### config.mk
export PLATFORM = sky130hd
export DESIGN_NAME = imem_loader_flat
export DESIGN_NICKNAME = d
export VERILOG_FILES = /design/src/rtl/imem_loader_pkg.sv /design/src/rtl/imem_loader_if.sv /design/src/rtl/imem_loader_word_assembler.sv /design/src/rtl/imem_loader.sv /design/src/flat_wrapper.sv
export SDC_FILE = /design/constraint.sdc
export NUM_CORES = 1
export LEC_CHECK = 0
export CORE_MARGIN = 1
export CORE_UTILIZATION = 50
export CTS_BUF_LIST = sky130_fd_sc_hd__clkbuf_4
export DETAILED_ROUTE_END_ITERATION = 6
export PLACE_DENSITY_LB_ADDON = 0.3
export REMOVE_ABC_BUFFERS = 1
export SYNTH_ARGS = -nofsm -noshare
export SYNTH_HDL_FRONTEND = slang
export SYNTH_SLANG_ARGS = --single-unit
### constraint.sdc
create_clock -name clock -period 2.3 [get_ports clock]
set_input_delay 0.46 -clock clock [delete_from_list [all_inputs] [get_ports clock]]
set_output_delay 0.46 -clock clock [all_outputs]
set_load 0.03 [all_outputs]
### src/rtl/imem_loader_pkg.sv
// imem_loader shared types: FSM state encoding, header/lane geometry,
// memory-map constants and the header range check.
package imem_loader_pkg;

  localparam int PC_SIZE_DEF = 10;
  localparam int HDR_W       = 16;
  localparam int LANES       = 4;
  localparam int LANE_W      = 2;

  typedef enum logic [2:0] {
    S_IDLE,
    S_CLEAR,
    S_HDR_LO,
    S_HDR_HI,
    S_DATA,
    S_CHECK,
    S_DONE,
    S_ERROR
  } state_t;

  // Words the instruction memory holds for a given address width.
  function automatic logic [31:0] imem_words(
    input int unsigned pc_size
  );
    return 32'd1 << pc_size;
  endfunction

  // A header is usable when 1 <= n <= 2^pc_size.
  function automatic logic hdr_ok(
    input logic [HDR_W-1:0] n,
    input int unsigned      pc_size
  );
    logic [31:0] n_w;
    n_w = {16'd0, n};
    return (n != '0) && (n_w <= imem_words(pc_size));
  endfunction

endpackage

### src/rtl/imem_loader_if.sv
// imem_loader bus: byte stream in, instruction-memory write side out.
// slave = loader side, master = host/memory side.
interface imem_loader_if #(
  parameter int PC_SIZE = 10
);
  logic               byte_valid;
  logic [7:0]         byte_data;
  logic               byte_ready;
  logic               rw;
  logic [PC_SIZE-1:0] PC_write;
  logic [31:0]        instruction_in;
  logic               reset_memory;

  modport slave (
    input  byte_valid,
    input  byte_data,
    output byte_ready,
    output rw,
    output PC_write,
    output instruction_in,
    output reset_memory
  );

  modport master (
    output byte_valid,
    output byte_data,
    input  byte_ready,
    input  rw,
    input  PC_write,
    input  instruction_in,
    input  reset_memory
  );
endinterface

### src/rtl/imem_loader_word_assembler.sv
// word_assembler: packs little-endian payload bytes into 32-bit words
// and keeps a running XOR. Ports: clk, rst_n, clr, take, data -> word,
// word_done (4th byte being taken), xsum.
module word_assembler
  import imem_loader_pkg::*;
(
  input  logic        clk,
  input  logic        rst_n,
  input  logic        clr,
  input  logic        take,
  input  logic [7:0]  data,
  output logic [31:0] word,
  output logic        word_done,
  output logic [7:0]  xsum
);

  logic [LANE_W-1:0] lane;
  logic [23:0]       sh;

  // Only the three earlier bytes are stored; the top byte of the
  // word is the one on the bus in the completing cycle, so the
  // loader can register the full word without a stall.
  assign word      = {data, sh};
  assign word_done = take &&
                     (lane == LANE_W'(LANES - 1));

  always_ff @(posedge clk or negedge rst_n) begin
    if (!rst_n) begin
      lane <= '0;
      sh   <= '0;
      xsum <= '0;
    end else if (clr) begin
      lane <= '0;
      sh   <= '0;
      xsum <= '0;
    end else if (take) begin
      lane <= lane + 1'b1;
      sh   <= {data, sh[23:8]};
      xsum <= xsum ^ data;
    end
  end

endmodule

### src/rtl/imem_loader.sv
// imem_loader: loads the instruction memory from a byte stream
// (len header, payload, XOR checksum) while holding the core in reset.
// Ports: clock, reset (async, low), start, bus (imem_loader_if.slave),
// core_reset, done, error.
module imem_loader
  import imem_loader_pkg::*;
#(
  parameter int PC_SIZE = PC_SIZE_DEF
) (
  input  logic         clock,
  input  logic         reset,
  input  logic         start,
  imem_loader_if.slave bus,
  output logic         core_reset,
  output logic         done,
  output logic         error
);

  state_t state;
  state_t state_n;

  logic               accept;
  logic               take;
  logic               clr;
  logic               word_done;
  logic               sum_ok;
  logic               last_word;
  logic [7:0]         hdr_lo;
  logic [7:0]         xsum;
  logic [31:0]        word;
  logic [HDR_W-1:0]   n_words;
  logic [HDR_W-1:0]   remain;
  logic [PC_SIZE-1:0] addr;

  logic               rw_q;
  logic [PC_SIZE-1:0] pc_q;
  logic [31:0]        instr_q;

  assign bus.byte_ready = (state == S_HDR_LO) ||
                          (state == S_HDR_HI) ||
                          (state == S_DATA)   ||
                          (state == S_CHECK);

  assign accept  = bus.byte_valid && bus.byte_ready;
  assign take    = accept && (state == S_DATA);
  assign clr     = (state == S_CLEAR);
  assign n_words = {bus.byte_data, hdr_lo};
  assign sum_ok  = (bus.byte_data == xsum);

  assign last_word = word_done &&
                     (remain == HDR_W'(1));

  word_assembler u_asm (
    .clk       (clock),
    .rst_n     (reset),
    .clr       (clr),
    .take      (take),
    .data      (bus.byte_data),
    .word      (word),
    .word_done (word_done),
    .xsum      (xsum)
  );

  always_ff @(posedge clock or negedge reset) begin
    if (!reset) begin
      state <= S_IDLE;
    end else begin
      state <= state_n;
    end
  end

  always_comb begin
    state_n = state;
    unique case (state)
      S_IDLE, S_DONE, S_ERROR: begin
        if (start) state_n = S_CLEAR;
      end
      S_CLEAR: begin
        state_n = S_HDR_LO;
      end
      S_HDR_LO: begin
        if (accept) state_n = S_HDR_HI;
      end
      S_HDR_HI: begin
        if (accept) begin
          if (hdr_ok(n_words, PC_SIZE))
            state_n = S_DATA;
          else
            state_n = S_ERROR;
        end
      end
      S_DATA: begin
        if (last_word) state_n = S_CHECK;
      end
      S_CHECK: begin
        if (accept) begin
          if (sum_ok) state_n = S_DONE;
          else        state_n = S_ERROR;
        end
      end
      default: state_n = S_IDLE;
    endcase
  end

  // Header low byte, word countdown and write address.
  always_ff @(posedge clock or negedge reset) begin
    if (!reset) begin
      hdr_lo <= '0;
      remain <= '0;
      addr   <= '0;
    end else begin
      if (clr) begin
        addr <= '0;
      end else if (word_done) begin
        addr <= addr + 1'b1;
      end
      if (accept && state == S_HDR_LO) begin
        hdr_lo <= bus.byte_data;
      end
      if (accept && state == S_HDR_HI) begin
        remain <= n_words;
      end else if (word_done) begin
        remain <= remain - 1'b1;
      end
    end
  end

  // Write port is its own register stage, so the last pulse
  // lands even while the FSM is already in CHECK.
  always_ff @(posedge clock or negedge reset) begin
    if (!reset) begin
      rw_q    <= 1'b0;
      pc_q    <= '0;
      instr_q <= '0;
    end else begin
      rw_q <= word_done;
      if (word_done) begin
        pc_q    <= addr;
        instr_q <= word;
      end
    end
  end

  assign bus.rw             = rw_q;
  assign bus.PC_write       = pc_q;
  assign bus.instruction_in = instr_q;
  assign bus.reset_memory   = clr;

  assign core_reset = (state != S_DONE);
  assign done       = (state == S_DONE);
  assign error      = (state == S_ERROR);

endmodule

### src/flat_wrapper.sv
// flat-port wrapper written by rule: the top's interface ports become plain ports
module imem_loader_flat import imem_loader_pkg::*;
#(
  parameter int PC_SIZE = PC_SIZE_DEF
)
  (clock, reset, start, core_reset, done, error, bus_byte_valid, bus_byte_data, bus_byte_ready, bus_rw, bus_PC_write, bus_instruction_in, bus_reset_memory);
  imem_loader_if #(.PC_SIZE(PC_SIZE)) bus_i ();
  input  logic clock;
  input  logic reset;
  input  logic start;
  output logic core_reset;
  output logic done;
  output logic error;
  input wire logic [$bits(bus_i.byte_valid)-1:0] bus_byte_valid;
  input wire logic [$bits(bus_i.byte_data)-1:0] bus_byte_data;
  output wire logic [$bits(bus_i.byte_ready)-1:0] bus_byte_ready;
  output wire logic [$bits(bus_i.rw)-1:0] bus_rw;
  output wire logic [$bits(bus_i.PC_write)-1:0] bus_PC_write;
  output wire logic [$bits(bus_i.instruction_in)-1:0] bus_instruction_in;
  output wire logic [$bits(bus_i.reset_memory)-1:0] bus_reset_memory;
  assign bus_i.byte_valid = bus_byte_valid;
  assign bus_i.byte_data = bus_byte_data;
  assign bus_byte_ready = bus_i.byte_ready;
  assign bus_rw = bus_i.rw;
  assign bus_PC_write = bus_i.PC_write;
  assign bus_instruction_in = bus_i.instruction_in;
  assign bus_reset_memory = bus_i.reset_memory;
  imem_loader #(.PC_SIZE(PC_SIZE)) u_core (.clock(clock), .reset(reset), .start(start), .bus(bus_i), .core_reset(core_reset), .done(done), .error(error));
endmodule
==> results.json, run 1 <==
{
  "status": "finished, final reports clean",
  "synth_edf_count": 0,
  "root_buffer": "clkbuf_4",
  "die_w_microns": 103,
  "ys_warn_count": 0,
  "crit_path_end_kind": "primary output",
  "via_count": 4287,
  "combPwrFrac_pct": 29.1,
  "crit_path_start_kind": "flop",
  "syn2layout_area_growth_pct": 23.5,
  "seq_area_sq_mm": 0.00285,
  "synth.area.top_cells": "dfrtp_1, nand2_1, nand3_1",
  "swShare_pct": 35.1,
  "n_antenna_cell": 0,
  "cpPeakStageDelay_ns": 0.44,
  "io_buffers": 59,
  "drtPass1Iterations": 5,
  "yosys.area.top_type": "dfrtp_1",
  "tightestPinTransition_ns": 0.648,
  "synth_ff_type": "dfrtp_1",
  "via_per_inst": 5.44,
  "htreeDepth": 4,
  "grt_max_degree": 55,
  "place_inst": 751,
  "ios": 60,
  "numCtsBuffers": 17,
  "overflow": 0,
  "nets": 660,
  "worstPathMaxFanout": 6,
  "synth.distinct_cells": 47,
  "hpwl_microns": 7940,
  "required_ns": 1.84,
  "slew_headroom_pct": 56.6,
  "timing.final.hold_violations": 0,
  "worst_path_max_delay_cell": "dfrtp_1",
  "synth_cells": 561,
  "rsz0062_at_grt": "false",
  "drv_slew": 0,
  "grt_pass1_wl_microns": 19200,
  "drc_errors": 0,
  "core_area_sq_mm": 0.00982,
  "yosys.area.top_type_share_pct": 55.9,
  "clk_transition_reported_paths_ns": 0.11,
  "netlist_area_sq_mm": 0.00510,
  "cts_sinks": 114,
  "power.internal_uw": 3650,
  "die_area_sq_mm": 0.0106,
  "synthXorXnorAreaFrac_pct": 2.57,
  "hp-class": "in2async",
  "p_clk_share_pct": 24.5,
  "powerDensity_mw_per_mm2": 892,
  "layout_common_cells": "nand2_1, dfrtp_1, clkdlybuf4s50_1",
  "num_rows": 36,
  "stdcell_count": 788,
  "skew_ns": 0.0132,
  "whs_ns": 0.408,
  "multi_input_area_sq_mm": 0.00210,
  "min_period_over_period_pct": 95.0,
  "switchingPower_uw": 1980,
  "synth-simple-area-share_pct": 25.8,
  "grt_pass1_vias": 4138,
  "start_util_pct": 52.0,
  "synth-async-reset-ratio_pct": 100,
  "path_class": "reg2out",
  "wl_per_cell_microns": 14.6,
  "synth_top_family_by_area": "simple AND/OR/NAND/NOR gates",
  "drtIter0Drc": 246,
  "drv_cap": 0,
  "synth_mux_area_share_pct": 2.26,
  "setup_tns_ns": 0,
  "vdd_drop_max_mv": 0.477,
  "fillers": 841,
  "track_usage_pct": 24.1,
  "crit_chain": "or2_2 -> inv_1 -> dlygate4sd2_1",
  "critical-path-top-delay-family": "buffers and inverters",
  "final_common_cell": "nand2_1",
  "p_leak_uw": 0.00315,
  "place.gp.congestion": 0.870,
  "fp.dieH_microns": 103,
  "synth_compound_area_share_pct": 8.83,
  "synth-adder-area-share_pct": 1.47,
  "tritoncts": "yes",
  "p_seq_share_pct": 46.4,
  "drive_gt1_share_pct": 12.7,
  "ant_nets": 0,
  "synth.yosys.seq_area_share_pct": 55.9,
  "avgSynthCellArea_sq_um": 9.10,
  "crit_buf_inv": 2,
  "setup_viol": 0,
  "clock_path_buffers": 2,
  "ys_ff_latch": 114,
  "antenna_found_initial": 0,
  "arrival_ns": 1.72,
  "fin_crit_ns": 2.18,
  "drt_wl_total_microns": 11500,
  "fmax_mhz": 458,
  "clock_insertion_delay_worst_skew_ns": 0.51
}
[final timing paths]
check                                                from                                        end  slack, ns  cells past startpoint
max                           u_core.state[0]$_DFFE_PN0P_                                       done       0.12                      3
min                                                 reset  u_core.bus.instruction_in[13]$_DFFE_PN0P_       0.41                      2
max reg2reg                  u_core.remain[1]$_DFFE_PN0P_                u_core.state[0]$_DFFE_PN0P_       0.14                      7
min reg2reg                u_core.u_asm.sh[1]$_DFFE_PN0P_   u_core.bus.instruction_in[1]$_DFFE_PN0P_       0.48                      2
max in group asynchronous                           reset            u_core.u_asm.sh[11]$_DFFE_PN0P_       1.24                      3
min in group clock         u_core.u_asm.sh[1]$_DFFE_PN0P_   u_core.bus.instruction_in[1]$_DFFE_PN0P_       0.48                      2
[layer usage]
metal,vias to the layer above,GRT usage [%],part of all wire [%]
met3,18,6.44,5.8
met1,2072,31.0,44
met5,-,0,0
li1,2055,-,-
met4,0,10.6,1.4
met2,142,38.5,49
[synthesized netlist by cell type, types with 2 or more instances]
cell type and n:
mux2_1 2, xnor2_1 2, o311ai_1 5, inv_1 9, or3_1 4, inv_2 2
or2_2 3, nor3_1 8, clkbuf_1 23, nand4_1 6, ha_1 6, nand2b_1 2
o21ai_1 22, a22oi_1 2, o221ai_1 2, a21oi_1 10, nand3_1 28, or4b_1 2
nor3_2 3, and3_1 3, xor2_1 13, or4_4 2, mux2_2 6, buf_1 4
dfrtp_1 114, nor4_1 3, nor2_1 25, buf_2 4, o21ai_0 15, or4_1 3
a31oi_1 7, nand2_1 202, a221o_1 4, and2_1 2
[what timing repair did]
item                                    in CTS  in global routing
endpoints found under the setup margin       5                  8
hold endpoints to repair                    30                  0
buffers inserted                             0                  4
cloned                                       0                  0
hold buffers                                 1                  0
pin swaps                                    0                  0
resized for setup                            7                  5
[sequential cells by signal, summed over array words and instances, names as in the netlist, 2 cells and up]
register	cells
u_core.u_asm.sh	24
u_core.bus.PC_write	10
u_core.u_asm.xsum	8
u_core.hdr_lo	8
u_core.u_asm.lane	2
u_core.remain	16
u_core.addr	10
u_core.bus.instruction_in	32
u_core.state	3
[worst register-to-register path, cell delays in order, from the launching register on]
cell and delay [ns]:
dfrtp_1 0.41, inv_1 0.12, ha_1 0.15, or4b_1 0.43, nor3_1 0.20, nand4_1 0.13
a21oi_1 0.29, mux2_4 0.33
[kinds of logic (layout without fill, tap and decap cells)]
family / count (synthesis) / count (layout)
flip-flops: 114 / 114
buffers and inverters: 42 / 136
AND/OR/NAND/NOR: 301 / 301
adder cells (fa/ha/maj): 6 / 6
multiplexers: 10 / 10
AO/OA/AOI/OAI: 73 / 73
XOR/XNOR: 15 / 15
[through the flow]
step	total power [uW]	instance area, sq um	worst slack (ns)	utilization [%]
6_report	5620	6300	0.115	64.2
5_1_grt	5950	6300	0.00289	64.2
4_1_cts	5590	6270	0.0363	63.9
3_5_place_dp	4230	6000	-0.196	61.1
3_3_place_gp	4160	6000	-0.198	61.1
2_1_floorplan	3590	4980	-1.33	-
[power by group through the flow]
stage / combinational (uW) / sequential, uW / clock [uW]
after floorplan: 1010 / 2580 / 0
after global placement: 1550 / 2610 / 0
after detailed placement: 1600 / 2630 / 0
after CTS: 1590 / 2600 / 1410
after global routing: 1800 / 2650 / 1490
final: 1640 / 2610 / 1380
[area by class of cell]
class / instances / area share [%]
Sequential cell: 114 / 45.3
Timing Repair Buffer: 93 / 14.0
Clock inverter: 14 / 1.93
Clock buffer: 18 / 2.14
Tap cell: 133 / 2.64
Multi-Input combinational cell: 405 / 33.3
Inverter: 11 / 0.734
(Power assumes the default switching activity.)
==> run 2: changes to the inputs <==
--- a/config.mk
+++ b/config.mk
@@ -7,7 +7,7 @@
 export LEC_CHECK = 0
 export CORE_MARGIN = 1
 export CORE_UTILIZATION = 50
-export CTS_BUF_LIST = sky130_fd_sc_hd__clkbuf_4
+export CTS_BUF_LIST = sky130_fd_sc_hd__clkbuf_8 sky130_fd_sc_hd__clkbuf_16
 export DETAILED_ROUTE_END_ITERATION = 6
 export PLACE_DENSITY_LB_ADDON = 0.3
 export REMOVE_ABC_BUFFERS = 1
==> results.json, run 2 (synthesized netlist as in run 1, its figures left out) <==
{
  "via_count": 4335,
  "status": "finished, final reports clean",
  "place.gp.congestion": 0.870,
  "num_rows": 36,
  "power.internal_uw": 4700,
  "drv_slew": 0,
  "tritoncts": "yes",
  "clock_path_buffers": 2,
  "grt_max_degree": 55,
  "p_seq_share_pct": 38.4,
  "via_per_inst": 5.53,
  "swShare_pct": 31.2,
  "vdd_drop_max_mv": 0.539,
  "arrival_ns": 1.73,
  "critical-path-top-delay-family": "buffers and inverters",
  "setup_tns_ns": 0,
  "final_common_cell": "nand2_1",
  "worstPathMaxFanout": 14,
  "rsz0062_at_grt": "false",
  "slew_headroom_pct": 57.8,
  "switchingPower_uw": 2130,
  "crit_path_end_kind": "primary output",
  "io_buffers": 59,
  "overflow": 0,
  "hpwl_microns": 7940,
  "die_w_microns": 103,
  "drive_gt1_share_pct": 12.9,
  "layout_common_cells": "nand2_1, dfrtp_1, clkdlybuf4s50_1",
  "drtIter0Drc": 270,
  "clk_transition_reported_paths_ns": 0.05,
  "largest_register_ffs": 32,
  "htreeDepth": 4,
  "min_period_over_period_pct": 95.4,
  "r2r-end": "u_core.state[0]$_DFFE_PN0P_",
  "fmax_mhz": 456,
  "fp.dieH_microns": 103,
  "crit_chain": "buf_4 -> inv_1 -> nand3_1 -> clkinv_4 -> buf_4",
  "drv_cap": 0,
  "required_ns": 1.84,
  "worst_r2r_path_depth": 7,
  "die_area_sq_mm": 0.0106,
  "track_usage_pct": 24.9,
  "crit_path_start_kind": "flop",
  "path_class": "reg2out",
  "drtPass1Iterations": 6,
  "clock_insertion_delay_worst_skew_ns": 0.52,
  "syn2layout_area_growth_pct": 29.7,
  "cp_common_cell": "buf_4",
  "drc_errors": 0,
  "crit_buf_inv": 4,
  "combPwrFrac_pct": 23.7,
  "grt_pass1_vias": 4111,
  "power_uw": 6830,
  "grt_pass1_wl_microns": 19800,
  "ant_nets": 0,
  "root_buffer": "clkbuf_8",
  "postCtsSetupBuffers": 0,
  "cts_sinks": 114,
  "ios": 60,
  "nets": 656,
  "fin_crit_ns": 2.19,
  "n_antenna_cell": 0,
  "wl_per_cell_microns": 15.3,
  "drt_wl_total_microns": 12000,
  "start_util_pct": 52.0,
  "skew_ns": 0.0103,
  "antenna_found_initial": 0,
  "cpPeakStageDelay_ns": 0.41,
  "powerDensity_mw_per_mm2": 1030,
  "timing.rr.start": "u_core.remain[1]$_DFFE_PN0P_",
  "p_clk_share_pct": 37.9,
  "hp-class": "in2async",
  "timing.final.hold_violations": 0,
  "numCtsBuffers": 17,
  "p_leak_uw": 0.00329,
  "reg2reg_setup_slack_ns": 0.12,
  "tightestPinTransition_ns": 0.630,
  "setup_viol": 0,
  "core_area_sq_mm": 0.00982,
  "worst_path_max_delay_cell": "dfrtp_1"
}
run 2: cell types whose count changed in the layout (fill, tap and decap cells not counted), sizes merged:
cell	before	now
clkinv	11	5
clkbuf	18	23
inv	10	11
buf	36	32
run 2: power groups by stage:
stage / logic, uW / clock network, uW / registers [uW]
finish: 1620 / 2590 / 2630
global route: 1780 / 2720 / 2660
CTS: 1610 / 2630 / 2610
detailed placement: 1600 / 0 / 2630
global placement: 1550 / 0 / 2610
floorplan: 1010 / 0 / 2580
run 2: worst register-to-register path, cell delays in order, from the launching register on:
cell and delay (ns):
dfrtp_1 0.41, inv_1 0.14, ha_1 0.17, or4b_1 0.45, nor3_1 0.21, nand4_1 0.16
a21oi_2 0.22, mux2_4 0.31
run 2: worst max-delay path by stage:
| stage | startpoint | endpoint | slack, ns | depth (start not counted) |
|---|---|---|---|---|
| 6_report | u_core.state[2]$_DFFE_PN0P_ | bus_reset_memory | 0.11 | 5 |
| 3_3_place_gp | bus_byte_data[3] | u_core.state[0]$_DFFE_PN0P_ | -0.20 | 6 |
| 3_5_place_dp | bus_byte_data[3] | u_core.state[0]$_DFFE_PN0P_ | -0.20 | 6 |
| 5_1_grt | u_core.state[2]$_DFFE_PN0P_ | bus_reset_memory | 0.02 | 5 |
| 2_1_floorplan | u_core.state[1]$_DFFE_PN0P_ | u_core.addr[9]$_DFFE_PN0P_ | -1.33 | 8 |
| 4_1_cts | u_core.state[2]$_DFFE_PN0P_ | bus_reset_memory | 0.02 | 5 |
run 2: final cells by class:
type	instances	area [sq um]
clock buffer	23	497
multi-input combinational	405	2100
tap	133	166
sequential	114	2850
clock inverter	9	103
timing repair buffer	89	855
fill	780	3200
inverter	11	46.3
run 2: stage by stage:
stage                     instances  hold WS, ns  area, sq um  utilization, %  setup WS, ns
after global routing            784        0.472         6620            67.4        0.0226
after floorplan                 530        0.164         4980               -         -1.33
final                           784        0.422         6620            67.4         0.106
after global placement          751        0.430         6000            61.1        -0.198
after CTS                       784        0.416         6610            67.3        0.0165
after detailed placement        751        0.431         6000            61.1        -0.196
run 2: layer usage:
metal / global-route usage (%) / vias up / wire length [microns]
met3: 6.58 / 22 / 668
met4: 9.32 / 0 / 198
met5: 0 / - / 0
met2: 40.6 / 143 / 6000
li1: - / 2044 / -
met1: 31.9 / 2126 / 5140
run 2: repair_timing:
action,CTS,global route
setup endpoints to repair,4,5
endpoints found under the hold margin,30,0
resized for setup,6,6
hold buffers,1,0
==> run 3: changes to the inputs <==
--- a/config.mk
+++ b/config.mk
@@ -9,7 +9,7 @@
 export CORE_UTILIZATION = 50
 export CTS_BUF_LIST = sky130_fd_sc_hd__clkbuf_8 sky130_fd_sc_hd__clkbuf_16
 export DETAILED_ROUTE_END_ITERATION = 6
-export PLACE_DENSITY_LB_ADDON = 0.3
+export PLACE_DENSITY = 0.87
 export REMOVE_ABC_BUFFERS = 1
 export SYNTH_ARGS = -nofsm -noshare
 export SYNTH_HDL_FRONTEND = slang
==> results.json, run 3 (synthesized netlist as in run 1, its figures left out) <==
{
  "required_ns": 1.84,
  "clk_transition_reported_paths_ns": 0.06,
  "whs_ns": 0.468,
  "start_util_pct": 52.0,
  "htreeDepth": 4,
  "track_usage_pct": 26.1,
  "n_antenna_cell": 0,
  "final_common_cell": "nand2_1",
  "min-delay-start": "u_core.bus.instruction_in[0]$_DFFE_PN0P_",
  "wl_met1_microns": 5320,
  "wl_per_cell_microns": 16.1,
  "drc_errors": 0,
  "grt_pass1_vias": 4305,
  "clock_insertion_delay_worst_skew_ns": 0.52,
  "timing.final.hold_violations": 0,
  "num_rows": 36,
  "dr_wl_met3_microns": 749,
  "min_period_over_period_pct": 97.8,
  "worst_r2r_path_depth": 8,
  "nets": 653,
  "hp-class": "reg2reg",
  "drive_gt1_share_pct": 12.8,
  "place.gp.congestion": 0.950,
  "wl_met2_microns": 6140,
  "layout_common_cells": "nand2_1, dfrtp_1, clkdlybuf4s50_1",
  "fmax_mhz": 445,
  "path_class": "reg2out",
  "hold_end": "u_core.bus.instruction_in[0]$_DFFE_PN0P_",
  "core_area_sq_mm": 0.00982,
  "timing.rr.start": "u_core.state[1]$_DFFE_PN0P_",
  "io_buffers": 59,
  "place_area_sq_mm": 0.00595,
  "drtIter0Drc": 346,
  "setup_viol": 0,
  "die_w_microns": 103,
  "drv_slew": 0,
  "top_layer": "met4",
  "worstPathMaxFanout": 10,
  "tightestPinTransition_ns": 0.656,
  "holdPathStages": 2,
  "syn2layout_area_growth_pct": 30.3,
  "largest_register_ffs": 32,
  "stdcell_count": 781,
  "ios": 60,
  "ant_nets": 0,
  "powerDensity_mw_per_mm2": 1090,
  "skew_ns": 0.00894,
  "overflow": 0,
  "crit_path_end_kind": "primary output",
  "crit_path_start_kind": "flop",
  "place_inst": 747,
  "drtPass1Iterations": 5,
  "status": "finished, final reports clean",
  "finalInstanceArea_sq_mm": 0.00665,
  "root_buffer": "clkbuf_8",
  "clock_path_buffers": 2,
  "numCtsBuffers": 17,
  "via_count": 4413,
  "hpwl_microns": 7930,
  "die_area_sq_mm": 0.0106,
  "tritoncts": "yes",
  "fp.dieH_microns": 103,
  "grt_pass1_wl_microns": 20900,
  "via_per_inst": 5.65,
  "arrival_ns": 1.79,
  "r2r-end": "u_core.addr[7]$_DFFE_PN0P_",
  "slew_headroom_pct": 56.1,
  "drv_cap": 0,
  "p_leak_uw": 0.00329,
  "cts_sinks": 114,
  "drt_wl_total_microns": 12600,
  "antenna_found_initial": 0,
  "vdd_drop_max_mv": 0.627,
  "grt_max_degree": 57,
  "reg2reg_setup_slack_ns": 0.14,
  "fin_crit_ns": 2.25
}
[run 3: power by group]
| part | internal [uW] | switching [uW] | total (uW) |
|---|---|---|---|
| clock network | 2040 | 936 | 2970 |
| registers | 2310 | 350 | 2660 |
| logic | 671 | 957 | 1630 |
| total | 5010 | 2240 | 7260 |
[run 3: stage by stage]
| stage | total power, uW | setup WS, ns | util [%] | TNS, ns |
|---|---|---|---|---|
| floorplan | 3590 | -1.33 | - | -53.79 |
| global placement | 4120 | -0.157 | 60.6 | -0.157 |
| detailed placement | 4230 | -0.242 | 60.6 | -0.358 |
| CTS | 7220 | 0.00581 | 67.5 | 0 |
| global route | 7550 | -0.0152 | 67.7 | -0.0152 |
| finish | 7260 | 0.0503 | 67.7 | 0 |
[run 3: cell type report]
| type | instances | area [sq um] |
|---|---|---|
| flip-flops and latches | 114 | 2850 |
| multi-input cells | 405 | 2100 |
| fillers | 792 | 3170 |
| repair buffers | 86 | 808 |
| inverters | 11 | 46.3 |
| clock inverters | 13 | 230 |
| clock buffers | 19 | 442 |
| well taps | 133 | 166 |
[run 3: per-layer routing]
layer,global-route usage [%],vias up
met1,33.4,2153
li1,-,2032
met2,43.7,188
met3,5.49,40
met5,0,-
met4,10.1,0
[run 3: worst max-delay path by stage]
| stage | startpoint | endpoint | slack, ns | depth (start not counted) |
|---|---|---|---|---|
| floorplan | u_core.state[1]$_DFFE_PN0P_ | u_core.addr[9]$_DFFE_PN0P_ | -1.33 | 8 |
| global placement | bus_byte_data[5] | u_core.state[0]$_DFFE_PN0P_ | -0.16 | 6 |
| detailed placement | bus_byte_data[0] | u_core.state[0]$_DFFE_PN0P_ | -0.24 | 6 |
| CTS | u_core.state[1]$_DFFE_PN0P_ | bus_byte_ready | 0.006 | 4 |
| global route | u_core.state[1]$_DFFE_PN0P_ | u_core.addr[7]$_DFFE_PN0P_ | -0.02 | 8 |
| finish | u_core.state[0]$_DFFE_PN0P_ | done | 0.05 | 3 |
[run 3: repair_timing]
action,in CTS,in global routing
hold endpoints to repair,45,0
resized for setup,6,8
hold buffers,1,0
setup buffers,0,1
endpoints found under the setup margin,4,14
[run 3: worst max-delay path, stage by stage, from the launching register on]
cell	delay [ns]
dfrtp_1	0.49
or2_2	0.37
inv_1	0.06
clkdlybuf4s15_1	0.35
